File: config.mk
export PLATFORM = sky130hd
export DESIGN_NAME = tm1638_driver_flat
export DESIGN_NICKNAME = d
export VERILOG_FILES = /design/src/rtl/tm1638_driver_if.sv /design/src/rtl/tm1638_driver.sv /design/src/flat_wrapper.sv
export SDC_FILE = /design/constraint.sdc
export NUM_CORES = 1
export LEC_CHECK = 0
export CORE_MARGIN = 5
export CORE_UTILIZATION = 55
export CTS_CLUSTER_DIAMETER = 60
export CTS_CLUSTER_SIZE = 40
export DETAILED_ROUTE_END_ITERATION = 6
export PLACE_DENSITY = 0.83
export SETUP_SLACK_MARGIN = 0.2
export SLEW_MARGIN = 5
export SYNTH_ARGS = -nofsm -noshare
export SYNTH_HDL_FRONTEND = slang
export SYNTH_SLANG_ARGS = --single-unit
export TNS_END_PERCENT = 50
File: constraint.sdc
create_clock -name clk -period 8.04 [get_ports clk]
set_clock_uncertainty 0.1 [all_clocks]
set_input_delay 1.608 -clock clk [delete_from_list [all_inputs] [get_ports clk]]
set_output_delay 1.608 -clock clk [all_outputs]
set_load 0.02 [all_outputs]
File: src/rtl/tm1638_driver_if.sv
// Request/status and serial-line bundle between a frame requester and the TM1638 driver.
// The driver takes the slave side; whoever requests frames takes the master side.
interface tm1638_driver_if;
  logic        start;
  logic [63:0] digits;
  logic [7:0]  leds;
  logic [2:0]  bright;
  logic        disp_on;
  logic        busy;
  logic        done;
  logic        tm_stb;
  logic        tm_clk;
  logic        tm_dio;

  modport master (
    output start, digits, leds, bright, disp_on,
    input  busy, done, tm_stb, tm_clk, tm_dio
  );

  modport slave (
    input  start, digits, leds, bright, disp_on,
    output busy, done, tm_stb, tm_clk, tm_dio
  );
endinterface

File: src/rtl/tm1638_driver.sv
// Write-only TM1638 refresh engine: on start it snapshots the display image and shifts out
// data-set, address-set + 16 data bytes and display-control commands over STB/CLK/DIO.
module tm1638_driver #(
  parameter int CLK_DIV = 12
) (
  input  logic           clk,
  input  logic           rst,
  tm1638_driver_if.slave bus
);

  localparam int DIV_W = $clog2(CLK_DIV);
  localparam logic [DIV_W-1:0] DIV_LAST = DIV_W'(CLK_DIV - 1);

  typedef enum logic [2:0] {S_IDLE, S_LEAD, S_SHIFT, S_TRAIL, S_GAP} state_t;

  state_t           state, state_nxt;
  logic [DIV_W-1:0] div, div_nxt;
  logic             phase, phase_nxt;   // SHIFT: high half of a bit; GAP: second divider period
  logic [2:0]       bit_idx, bit_nxt;
  logic [4:0]       byte_idx, byte_nxt;
  logic [1:0]       txn, txn_nxt;
  logic             stb, stb_nxt;
  logic             sclk, sclk_nxt;
  logic             dio, dio_nxt;
  logic             done, done_nxt;
  logic             accept, load_bit, div_end;
  logic [4:0]       last_byte;
  logic [7:0]       next_byte;

  logic [63:0] digits_q;
  logic [7:0]  leds_q;
  logic [2:0]  bright_q;
  logic        disp_on_q;

  // Byte idx of transaction t, built from the snapshot taken at accept.
  function automatic logic [7:0] frame_byte(input logic [1:0] t, input logic [4:0] idx);
    logic [7:0] b;
    logic [4:0] k;
    k = idx - 5'd1;
    b = 8'h40;
    case (t)
      2'd0: b = 8'h40;
      2'd1: begin
        if (idx == 5'd0)   b = 8'hC0;
        else if (!k[0])    b = digits_q[{k[3:1], 3'b000} +: 8];
        else               b = {7'b0, leds_q[k[3:1]]};
      end
      default: b = disp_on_q ? {5'b10001, bright_q} : 8'h80;
    endcase
    return b;
  endfunction

  assign div_end   = (div == DIV_LAST);
  assign last_byte = (txn == 2'd1) ? 5'd16 : 5'd0;

  // NOTE: every variable gets a default before the case so no path leaves one unassigned,
  // which would otherwise infer a latch.
  always_comb begin
    state_nxt = state;
    div_nxt   = div_end ? '0 : div + 1'b1;
    phase_nxt = phase;
    bit_nxt   = bit_idx;
    byte_nxt  = byte_idx;
    txn_nxt   = txn;
    stb_nxt   = stb;
    sclk_nxt  = sclk;
    dio_nxt   = dio;
    done_nxt  = 1'b0;
    accept    = 1'b0;
    load_bit  = 1'b0;
    next_byte = 8'h00;

    unique case (state)
      S_IDLE: begin
        div_nxt   = '0;
        phase_nxt = 1'b0;
        stb_nxt   = 1'b1;
        sclk_nxt  = 1'b1;
        dio_nxt   = 1'b1;
        if (bus.start) begin
          accept    = 1'b1;
          state_nxt = S_LEAD;
          txn_nxt   = 2'd0;
          byte_nxt  = 5'd0;
          bit_nxt   = 3'd0;
          stb_nxt   = 1'b0;
        end
      end
      S_LEAD: begin
        if (div_end) begin
          state_nxt = S_SHIFT;
          phase_nxt = 1'b0;
          bit_nxt   = 3'd0;
          sclk_nxt  = 1'b0;
          load_bit  = 1'b1;
        end
      end
      S_SHIFT: begin
        if (div_end) begin
          if (!phase) begin
            phase_nxt = 1'b1;
            sclk_nxt  = 1'b1;
          end else if (bit_idx == 3'd7 && byte_idx == last_byte) begin
            state_nxt = S_TRAIL;
            phase_nxt = 1'b0;
            dio_nxt   = 1'b1;
          end else begin
            phase_nxt = 1'b0;
            sclk_nxt  = 1'b0;
            bit_nxt   = bit_idx + 3'd1;
            if (bit_idx == 3'd7) byte_nxt = byte_idx + 5'd1;
            load_bit  = 1'b1;
          end
        end
      end
      S_TRAIL: begin
        if (div_end) begin
          state_nxt = S_GAP;
          phase_nxt = 1'b0;
          stb_nxt   = 1'b1;
        end
      end
      S_GAP: begin
        if (div_end) begin
          phase_nxt = ~phase;
          if (phase) begin
            if (txn == 2'd2) begin
              state_nxt = S_IDLE;
              done_nxt  = 1'b1;
            end else begin
              state_nxt = S_LEAD;
              txn_nxt   = txn + 2'd1;
              byte_nxt  = 5'd0;
              stb_nxt   = 1'b0;
            end
          end
        end
      end
      default: state_nxt = S_IDLE;
    endcase

    // The new bit goes out together with the falling TM_CLK and holds through the high half.
    if (load_bit) begin
      next_byte = frame_byte(txn_nxt, byte_nxt);
      dio_nxt   = next_byte[bit_nxt];
    end
  end

  // NOTE: state registers use non-blocking assignments so every flop samples pre-edge values.
  always_ff @(posedge clk) begin
    if (rst) begin
      state    <= S_IDLE;
      div      <= '0;
      phase    <= 1'b0;
      bit_idx  <= 3'd0;
      byte_idx <= 5'd0;
      txn      <= 2'd0;
      stb      <= 1'b1;
      sclk     <= 1'b1;
      dio      <= 1'b1;
      done     <= 1'b0;
    end else begin
      state    <= state_nxt;
      div      <= div_nxt;
      phase    <= phase_nxt;
      bit_idx  <= bit_nxt;
      byte_idx <= byte_nxt;
      txn      <= txn_nxt;
      stb      <= stb_nxt;
      sclk     <= sclk_nxt;
      dio      <= dio_nxt;
      done     <= done_nxt;
    end
  end

  // NOTE: the snapshot is deliberately left out of reset; it is only read after an accept loads it.
  always_ff @(posedge clk) begin
    if (accept) begin
      digits_q  <= bus.digits;
      leds_q    <= bus.leds;
      bright_q  <= bus.bright;
      disp_on_q <= bus.disp_on;
    end
  end

  assign bus.busy   = (state != S_IDLE);
  assign bus.done   = done;
  assign bus.tm_stb = stb;
  assign bus.tm_clk = sclk;
  assign bus.tm_dio = dio;

endmodule

File: src/flat_wrapper.sv
// flat-port wrapper written by rule: the top's interface ports become plain ports
module tm1638_driver_flat 
#(
  parameter int CLK_DIV = 12
)
  (clk, rst, bus_start, bus_digits, bus_leds, bus_bright, bus_disp_on, bus_busy, bus_done, bus_tm_stb, bus_tm_clk, bus_tm_dio);
  tm1638_driver_if bus_i ();
  input  logic clk;
  input  logic rst;
  input wire logic [$bits(bus_i.start)-1:0] bus_start;
  input wire logic [$bits(bus_i.digits)-1:0] bus_digits;
  input wire logic [$bits(bus_i.leds)-1:0] bus_leds;
  input wire logic [$bits(bus_i.bright)-1:0] bus_bright;
  input wire logic [$bits(bus_i.disp_on)-1:0] bus_disp_on;
  output wire logic [$bits(bus_i.busy)-1:0] bus_busy;
  output wire logic [$bits(bus_i.done)-1:0] bus_done;
  output wire logic [$bits(bus_i.tm_stb)-1:0] bus_tm_stb;
  output wire logic [$bits(bus_i.tm_clk)-1:0] bus_tm_clk;
  output wire logic [$bits(bus_i.tm_dio)-1:0] bus_tm_dio;
  assign bus_i.start = bus_start;
  assign bus_i.digits = bus_digits;
  assign bus_i.leds = bus_leds;
  assign bus_i.bright = bus_bright;
  assign bus_i.disp_on = bus_disp_on;
  assign bus_busy = bus_i.busy;
  assign bus_done = bus_i.done;
  assign bus_tm_stb = bus_i.tm_stb;
  assign bus_tm_clk = bus_i.tm_clk;
  assign bus_tm_dio = bus_i.tm_dio;
  tm1638_driver #(.CLK_DIV(CLK_DIV)) u_core (.clk(clk), .rst(rst), .bus(bus_i));
endmodule
==> impl_metrics.tcl, run 1 <==
set metrics [dict create \
    status "complete, no violations" \
    worst_pin_slew_ns 0.969 \
    hold_buffers 0 \
    worstSetupPathType "in2reg" \
    initialDrtViolationCount 147 \
    dr_total_vias 3057 \
    leakage_nw 1.91 \
    layout_commonest_cell "clkdlybuf4s50_1" \
    post-route-min-period_ns 5.75 \
    core_area_mm2 0.00813 \
    first_global_vias 3227 \
    p_int_w 0.000743 \
    crit_path_top_delay_cell "and3_1" \
    grt_overflow 0 \
    post_cts_resized 0 \
    cts.path.max_buffers 2 \
    relSlewSlack_pct 35.4 \
    synth_nets 417 \
    grt_use_total_pct 19.5 \
    grt_max_degree 77 \
    min_period_over_period_pct 71.5 \
    dr.pass1.iters 5 \
    seq_area_frac_synth_pct 59.8 \
    rows 33 \
    post-route-cell-area_mm2 0.00559 \
    cp.arrival_ns 5.89 \
    cap_viol_max_count 0 \
    routed_wl_mm 9.35 \
    yosys-top-cells-area "edfxtp_1 50%, dfxtp_1 9.7%, mux4_1 6.9%, mux2i_1 2.9%, ha_1 2.5%" \
    crit_chain "clkdlybuf4s50_1 > nor2_1 > o32ai_4 > o211ai_1 > nand2_1 > ha_1 > and2b_1 > a22oi_1 > and3_1 > mux4_1 > mux2_2 > a41oi_1 > nor4_1 > a211o_1" \
    swShare_pct 22.6 \
    hold_ws_ns 0.362 \
    power_frac_seq_pct 61.1 \
    clkLatencyLatePin_ns 0.36 \
    max_stage_delay_ns 0.64 \
    synth_top_area_share_pct 50.1 \
    path_clk_slew_ns 0.09 \
    setup_viol 0 \
    yosys_warnings 0 \
    ios 84 \
    nets 494 \
    area_growth_pct 22.8 \
    cts_tree "built" \
    gp_congestion 0.920 \
    power_w 0.000960 \
    wl_per_cell_um 18.1 \
    initial_core_util_pct 56.0 \
    clockRootBuffer "clkbuf_8" \
    tns_ns 0 \
    worstSetupStartpointType "input port" \
    synthDistinctLibCells 60 \
    drv_slew 0 \
    rsz0062_at_grt "no" \
    h-tree-depth 3 \
    cp_num_buf_inv 1 \
    hold_viol_final 0 \
    fmax_mhz 174 \
    die_y_um 101 \
    cts_buffers 9 \
    cts_setup_buffers 0 \
    dieArea_mm2 0.0102 \
    synth-main-ff-cell "edfxtp_1" \
    dp_hpwl_mm 6.94 \
    grt_pass1_wl_mm 15.3 \
    yosysTopAreaCell "edfxtp_1" \
    postRouteAntennaNets 0 \
    p_sw_w 0.000217 \
    die_w_um 101 \
    worstPathRequired_ns 8.18 \
    most-common-layout-cells "83 x clkdlybuf4s50_1, 76 x edfxtp_1, 27 x nor2_1, 22 x dfxtp_1, 18 x a21oi_1" \
    ys_seq_elements 98 \
    synth_async_sr_flop_share_pct 0 \
    drc_errors 0 \
    drive_gt1_share_pct 7.79 \
    clkPwrFrac_pct 30.7 \
    vdd_drop_max_mv 0.0963 \
    viasPerCell 5.92 \
    syn_area_per_cell_um2 13.8 \
    antenna_found_initial 0 \
    cts.sinks 98 \
    antenna_cells 0 \
    placed_area_mm2 0.00541 \
    powerDensity_mw_per_mm2 172 \
    crit_path_max_fanout 16 \
    hold_path.class "reg2reg" \
    synth_edf_count 76 \
    syn_area_mm2 0.00455 \
    port_buffers 83 \
    end_kind "register" \
    syn_inst 329 \
    cp_top_family "simple AND/OR/NAND/NOR gates" \
    p_comb_share_pct 8.2 \
]
[layer usage]
layer  share of wire, %  GRT usage [%]
met1                 40           24.0
met2                 51           33.3
met3                6.2           5.19
met4                1.9           6.54
met5                  0              0
[flip-flops by register name (all words and copies together) (netlist names), 2 cells and up]
| register | count |
|---|---|
| u_core.byte_idx | 5 |
| u_core.bright_q | 3 |
| u_core.bit_idx | 3 |
| u_core.state | 3 |
| u_core.leds_q | 8 |
| u_core.txn | 2 |
| u_core.div | 4 |
| u_core.digits_q | 64 |
[logic make-up after synthesis]
kind of cell | count (synthesis) | share of synthesized area [%]
AOI/OAI and AO/OA | 64 | 9.97
xor gates and xnor gates | 5 | 1.13
adders and majority gates | 9 | 2.47
buffers and inverters | 26 | 3.16
DFF | 98 | 59.8
muxes | 33 | 12.7
and+or+nand+nor | 94 | 10.7
[power by group through the flow]
stage                     logic [W]  clock network, W  registers [W]
after floorplan           0.0000329                 0       0.000595
after global placement    0.0000777                 0       0.000597
after detailed placement  0.0000795                 0       0.000598
after CTS                 0.0000798          0.000303       0.000587
after global routing      0.0000853          0.000326       0.000589
final                     0.0000791          0.000295       0.000586
[cell type report]
cell class	instances	area [µm²]
clock buffers	9	124
clock inverters	7	58.8
flip-flops and latches	98	2720
well taps	105	131
multi-input cells	205	1690
repair buffers	83	831
inverters	9	33.8
fillers	539	2540
[metrics by stage]
stage,setup slack (ns),util [%],cells
global placement,2.16,66.5,500
floorplan,3.38,-,329
finish,2.29,68.7,516
CTS,2.28,68.7,516
detailed placement,1.89,66.5,500
global route,1.98,68.7,516
[final timing paths]
kind / startpoint / end / slack, ns / cells after the start
setup / recovery: bus_start / u_core.bus.tm_dio$_SDFFE_PP1P_ / 2.29 / 14
hold / removal: u_core.div[0]$_SDFF_PP0_ / u_core.div[0]$_SDFF_PP0_ / 0.36 / 1
setup reg to reg: u_core.state[2]$_SDFFE_PP0P_ / u_core.bus.tm_dio$_SDFFE_PP1P_ / 2.86 / 13
hold reg to reg: u_core.div[0]$_SDFF_PP0_ / u_core.div[0]$_SDFF_PP0_ / 0.36 / 1
[Yosys cell counts, types with 2 or more instances]
master,n
edfxtp_1,76
nor2_1,27
dfxtp_1,22
a21oi_1,18
nand2_1,17
mux2i_1,13
mux4_1,12
o21ai_0,11
ha_1,9
inv_1,9
nand3_1,8
nor3_1,8
clkbuf_1,7
nor2b_1,5
nor4_1,5
mux2_2,4
mux4_2,4
o211ai_1,4
a211o_1,3
a211oi_1,3
a22o_1,3
a22oi_1,3
and3_1,3
buf_2,3
buf_6,3
o21a_1,3
or3_1,3
xnor2_1,3
a21o_1,2
a311oi_1,2
and2_1,2
buf_4,2
nand4_1,2
nand4b_1,2
nor3b_1,2
or2_2,2
Power figures use the tool's default switching activity.
==> run 2: changes to the inputs <==
- CORE_UTILIZATION: 55 -> 52
- PLACE_DENSITY: 0.83 -> 0.79
- clock period: 8.04 -> 5.89 ns (I/O delays scaled with it)
==> run 2 against run 1 <==
Net effect: utilization is 3.8 points lower; via count is 3.0% lower; power rose by 36%; clock power is 34% higher; combinational power increased by 37%; sequential share of layout area fell by 0.16 points; non-clock buffer count grew 3; cell count up 1.2%; clock-buffer cell count is 1 higher; worst setup slack lost 1.3 ns; first-iteration DRC count up 5.4%.
==> impl_metrics.tcl, run 2 (synthesis gave the netlist of run 1 again) <==
set metrics [dict create \
    status "complete, no violations" \
    cts_tree "built" \
    crit_chain "clkdlybuf4s50_1 > nor2_1 > o32ai_4 > o21ai_1 > a21oi_2 > ha_1 > and2b_1 > a22oi_1 > and3_1 > mux4_1 > mux2_2 > a41oi_1 > nor4_1 > a211o_1" \
    dp_hpwl_mm 6.74 \
    rsz0062_at_grt "no" \
    seqCellArea_mm2 0.00272 \
    largest-register "u_core.digits_q" \
    dr.pass1.iters 4 \
    die_w_um 104 \
    drive_gt1_share_pct 8.45 \
    initial_core_util_pct 52.7 \
    crit_path_max_fanout 16 \
    hold_viol_final 0 \
    rows 34 \
    routed_wl_mm 9.08 \
    max_stage_delay_ns 0.63 \
    port_buffers 83 \
    layout_commonest_cell "clkdlybuf4s50_1" \
    grt_util_met3_pct 3.67 \
    gp_congestion 0.878 \
    cts.path.max_buffers 2 \
    grt_overflow 0 \
    largest_reg_flops 64 \
    grt_use_total_pct 17.2 \
    worstSetupStartpointType "input port" \
    place_ws_ns 0.607 \
    grt_pass1_wl_mm 15.0 \
    utilization_pct 65.0 \
    fmax_mhz 203 \
    clkLatencyLatePin_ns 0.35 \
    core_area_mm2 0.00864 \
    end_kind "register" \
    dieArea_mm2 0.0107 \
    tns_ns 0 \
    drv_slew 0 \
    worstPathRequired_ns 6.04 \
    cp_num_buf_inv 1 \
    path_clk_slew_ns 0.09 \
    reg_top3 "u_core.digits_q x64, u_core.leds_q x8, u_core.byte_idx x5" \
    gr-usage-met1_pct 22.5 \
    setup_viol 0 \
    leakage_nw 1.91 \
    cts.sinks 98 \
    antenna_cells 0 \
    cts_buffers 9 \
    dr_total_vias 2965 \
    cp.arrival_ns 5.07 \
    ios 84 \
    multiInputGateArea_mm2 0.00169 \
    most-common-layout-cells "83 x clkdlybuf4s50_1, 76 x edfxtp_1, 27 x nor2_1, 22 x dfxtp_1, 18 x a21oi_1" \
    worst_pin_slew_ns 0.862 \
    fin_ws_ns 0.964 \
    cp_top_family "compound AO/OA/AOI/OAI gates" \
    min_period_over_period_pct 83.6 \
    post-route-min-period_ns 4.93 \
    postRouteAntennaNets 0 \
    relSlewSlack_pct 42.4 \
    first_global_vias 3035 \
    power_w 0.00130 \
    die_y_um 104 \
    clockRootBuffer "clkbuf_8" \
    use_met2_pct 28.4 \
    vdd_drop_max_mv 0.144 \
    h-tree-depth 3 \
    busiest_layer "met2" \
    hold_buffers 0 \
    num-fill-cells 598 \
    nets 497 \
    cts_setup_buffers 0 \
    hold_path.class "reg2reg" \
    cap_viol_max_count 0 \
    crit_path_top_delay_cell "and3_1" \
    antenna_found_initial 0 \
    post_cts_resized 0 \
    drc_errors 0 \
    viasPerCell 5.68 \
    area_growth_pct 23.2 \
    initialDrtViolationCount 155 \
    worstSetupPathType "in2reg" \
    wl_per_cell_um 17.4 \
    grt_max_degree 43 \
    powerDensity_mw_per_mm2 232 \
]
run 2: cell count changes in the layout (fill, tap and decap cells not counted), sizes merged:
cell / change
buf: +3
clkinvlp: +2
clkinv: -3
clkbuf: +1
run 2: worst paths after layout:
kind,startpoint,endpoint,slack [ns],cells after the start
setup / recovery,bus_start,u_core.bus.tm_dio$_SDFFE_PP1P_,0.96,14
hold / removal,u_core.div[0]$_SDFF_PP0_,u_core.div[0]$_SDFF_PP0_,0.36,1
setup reg to reg,u_core.state[2]$_SDFFE_PP0P_,u_core.bus.tm_dio$_SDFFE_PP1P_,1.11,13
hold reg to reg,u_core.div[0]$_SDFF_PP0_,u_core.div[0]$_SDFF_PP0_,0.36,1
run 2: worst reg2reg max path, stage by stage (launching register included):
cell	delay, ns
dfxtp_1	0.90
or4b_4	0.58
o32ai_4	0.19
o21ai_1	0.14
a21oi_2	0.21
ha_1	0.26
and2b_1	0.22
a22oi_1	0.18
and3_1	0.63
mux4_1	0.41
mux2_2	0.28
a41oi_1	0.20
nor4_1	0.07
a211o_1	0.29
run 2: final cells by class:
class | instances | area share (%)
Sequential cell | 98 | 48.5
Multi-Input combinational cell | 205 | 30.1
Timing Repair Buffer | 86 | 15.2
Tap cell | 108 | 2.41
Clock buffer | 10 | 2.27
Clock inverter | 6 | 0.870
Inverter | 9 | 0.602
run 2: per-stage QoR:
| step | hold slack (ns) | cells | cell area [µm²] |
|---|---|---|---|
| final | 0.358 | 522 | 5610 |
| after global routing | 0.386 | 522 | 5610 |
| after CTS | 0.367 | 522 | 5610 |
| after detailed placement | 0.354 | 506 | 5430 |
| after global placement | 0.328 | 506 | 5430 |
| after floorplan | 0.318 | 329 | 4550 |
run 2: power by group:
group | leakage, nW | internal (W) | switching (W)
combinational | 0.921 | 0.0000670 | 0.0000414
sequential | 0.906 | 0.000787 | 0.0000127
clock | 0.0852 | 0.000159 | 0.000236
total | 1.91 | 0.00101 | 0.000290
run 2: metal layers:
metal / wire, µm / vias to the layer above
met3: 585 / 10
met5: 0 / -
met2: 4410 / 108
met4: 134 / 0
met1: 3950 / 1398
li1: - / 1449
==> run 3: changes to the inputs <==
- clock period: 5.89 -> 5.1 ns (I/O delays scaled with it)
==> run 3 against run 2 <==
Net effect: utilization increased by 0.48 points; final area grew 0.74%; non-clock buffer count increased by 4; critical path depth up 1; cell count is 0.77% higher; via count up 3.2%; hold slack gained 0.0039 ns; clock power rose by 18%.
==> impl_metrics.tcl, run 3 (synthesis gave the netlist of run 1 again) <==
set metrics [dict create \
    status "complete, no violations" \
    most-common-layout-cells "83 x clkdlybuf4s50_1, 76 x edfxtp_1, 27 x nor2_1, 22 x dfxtp_1, 18 x a21oi_1" \
    worstSetupStartpointType "input port" \
    hold_path.class "reg2reg" \
    fin_ws_ns 0.576 \
    worst_pin_slew_ns 0.711 \
    layout_commonest_cell "clkdlybuf4s50_1" \
    worstSetupPathType "in2reg" \
    post-route-min-period_ns 4.52 \
    die_w_um 104 \
    place_ws_ns 0.233 \
    hold_buffers 0 \
    p_sw_w 0.000345 \
    grt_max_degree 33 \
    dieArea_mm2 0.0107 \
    relSlewSlack_pct 52.5 \
    clkLatencyLatePin_ns 0.36 \
    num-fill-cells 621 \
    tns_ns 0 \
    post_cts_resized 0 \
    hold_viol_final 0 \
    seqCellArea_mm2 0.00272 \
    largest_reg_flops 64 \
    h-tree-depth 3 \
    dr.pass1.iters 5 \
    min_path_cells 1 \
    p_int_w 0.00117 \
    viasPerCell 5.82 \
    min_period_over_period_pct 88.7 \
    postRouteAntennaNets 0 \
    rsz0062_at_grt "no" \
    grt_overflow 0 \
    antenna_cells 0 \
    initialDrtViolationCount 214 \
    dp_hpwl_mm 6.95 \
    port_buffers 83 \
    grt_pass1_wl_mm 15.2 \
    wl_met2_mm 4.45 \
    leakage_nw 1.93 \
    initial_core_util_pct 52.7 \
    cts_tree "built" \
    first_global_vias 3209 \
    r2r_cells 16 \
    cts.path.max_buffers 2 \
    drc_errors 0 \
    wl_met3_um 583 \
    crit_path_max_fanout 11 \
    fmax_mhz 221 \
    cts_buffers 9 \
    ios 84 \
    worstPathRequired_ns 5.25 \
    clockRootBuffer "clkbuf_8" \
    grt_use_total_pct 17.4 \
    placed_area_mm2 0.00546 \
    p_comb_share_pct 8.3 \
    post-route-cell-area_mm2 0.00565 \
    nets 501 \
    largest-register "u_core.digits_q" \
    highest_layer "met4" \
    clkPwrFrac_pct 30.8 \
    gp_congestion 0.855 \
    powerDensity_mw_per_mm2 269 \
    setup_viol 0 \
    wl_met1_mm 3.91 \
    routed_wl_mm 9.13 \
    reg_top3 "u_core.digits_q x64, u_core.leds_q x8, u_core.byte_idx x5" \
    multiInputGateArea_mm2 0.00169 \
    cp.arrival_ns 4.67 \
    vdd_drop_max_mv 0.173 \
    end_kind "register" \
    core_area_mm2 0.00864 \
    area_growth_pct 24.1 \
    wl_per_cell_um 17.4 \
    path_clk_slew_ns 0.11 \
    cts.sinks 98 \
    rows 34 \
    dr_total_vias 3060 \
    cap_viol_max_count 0 \
    swShare_pct 22.7 \
    cts_setup_buffers 0 \
    antenna_found_initial 0 \
    die_y_um 104 \
    drive_gt1_share_pct 9.33 \
    drv_slew 0 \
    power_frac_seq_pct 60.8 \
]
run 3: cell count changes in the layout (fill, tap and decap cells not counted):
cell	change
buf_4	+4
clkbuf_1	-1
clkinv_1	+1
clkinv_2	-1
clkinv_4	+1
clkinv_8	+1
inv_6	-1
run 3: path summary, 6_finish.rpt:
| path | slack (ns) | startpoint | endpoint |
|---|---|---|---|
| setup / recovery | 0.58 | bus_start | u_core.bus.tm_dio$_SDFFE_PP1P_ |
| hold / removal | 0.36 | u_core.div[0]$_SDFF_PP0_ | u_core.div[0]$_SDFF_PP0_ |
| setup reg to reg | 0.77 | u_core.txn[0]$_SDFF_PP0_ | u_core.bus.tm_dio$_SDFFE_PP1P_ |
| hold reg to reg | 0.36 | u_core.div[0]$_SDFF_PP0_ | u_core.div[0]$_SDFF_PP0_ |
run 3: area by class of cell:
class | instances | area share [%]
Clock buffer | 9 | 2.19
Timing Repair Buffer | 90 | 15.6
Clock inverter | 7 | 1.13
Inverter | 9 | 0.598
Sequential cell | 98 | 48.2
Tap cell | 108 | 2.39
Multi-Input combinational cell | 205 | 29.9
run 3: worst max-delay path, cell delays in order:
cell and delay (ns):
clkdlybuf4s50_1 0.57, nor2_1 0.11, o32ai_4 0.32, o21ai_1 0.13
a21oi_2 0.22, ha_1 0.27, and2b_1 0.22, a22oi_1 0.19
and3_1 0.32, buf_4 0.24, mux4_1 0.29, mux2i_1 0.18
a211oi_1 0.11, o21a_1 0.21, a211o_1 0.26
run 3: stage by stage:
step	util [%]	total power, W	cells	hold WS, ns
after floorplan	-	0.000989	329	0.318
after global placement	63.3	0.00106	510	0.326
after detailed placement	63.3	0.00107	510	0.346
after CTS	65.4	0.00153	526	0.365
after global routing	65.4	0.00158	526	0.394
final	65.4	0.00152	526	0.362
run 3: power groups by stage:
stage          Combinational (W)  Sequential [W]  Clock, W
2_1_floorplan          0.0000519        0.000937         0
3_3_place_gp            0.000124        0.000940         0
3_5_place_dp            0.000127        0.000942         0
4_1_cts                 0.000127        0.000924  0.000480
5_1_grt                 0.000136        0.000928  0.000515
6_report                0.000126        0.000924  0.000468
run 3: routing by layer:
| metal | vias to the layer above | global-route usage, % |
|---|---|---|
| met5 | - | 0 |
| met4 | 0 | 6.28 |
| met3 | 22 | 3.98 |
| met2 | 133 | 28.4 |
| met1 | 1456 | 22.8 |
| li1 | 1449 | - |
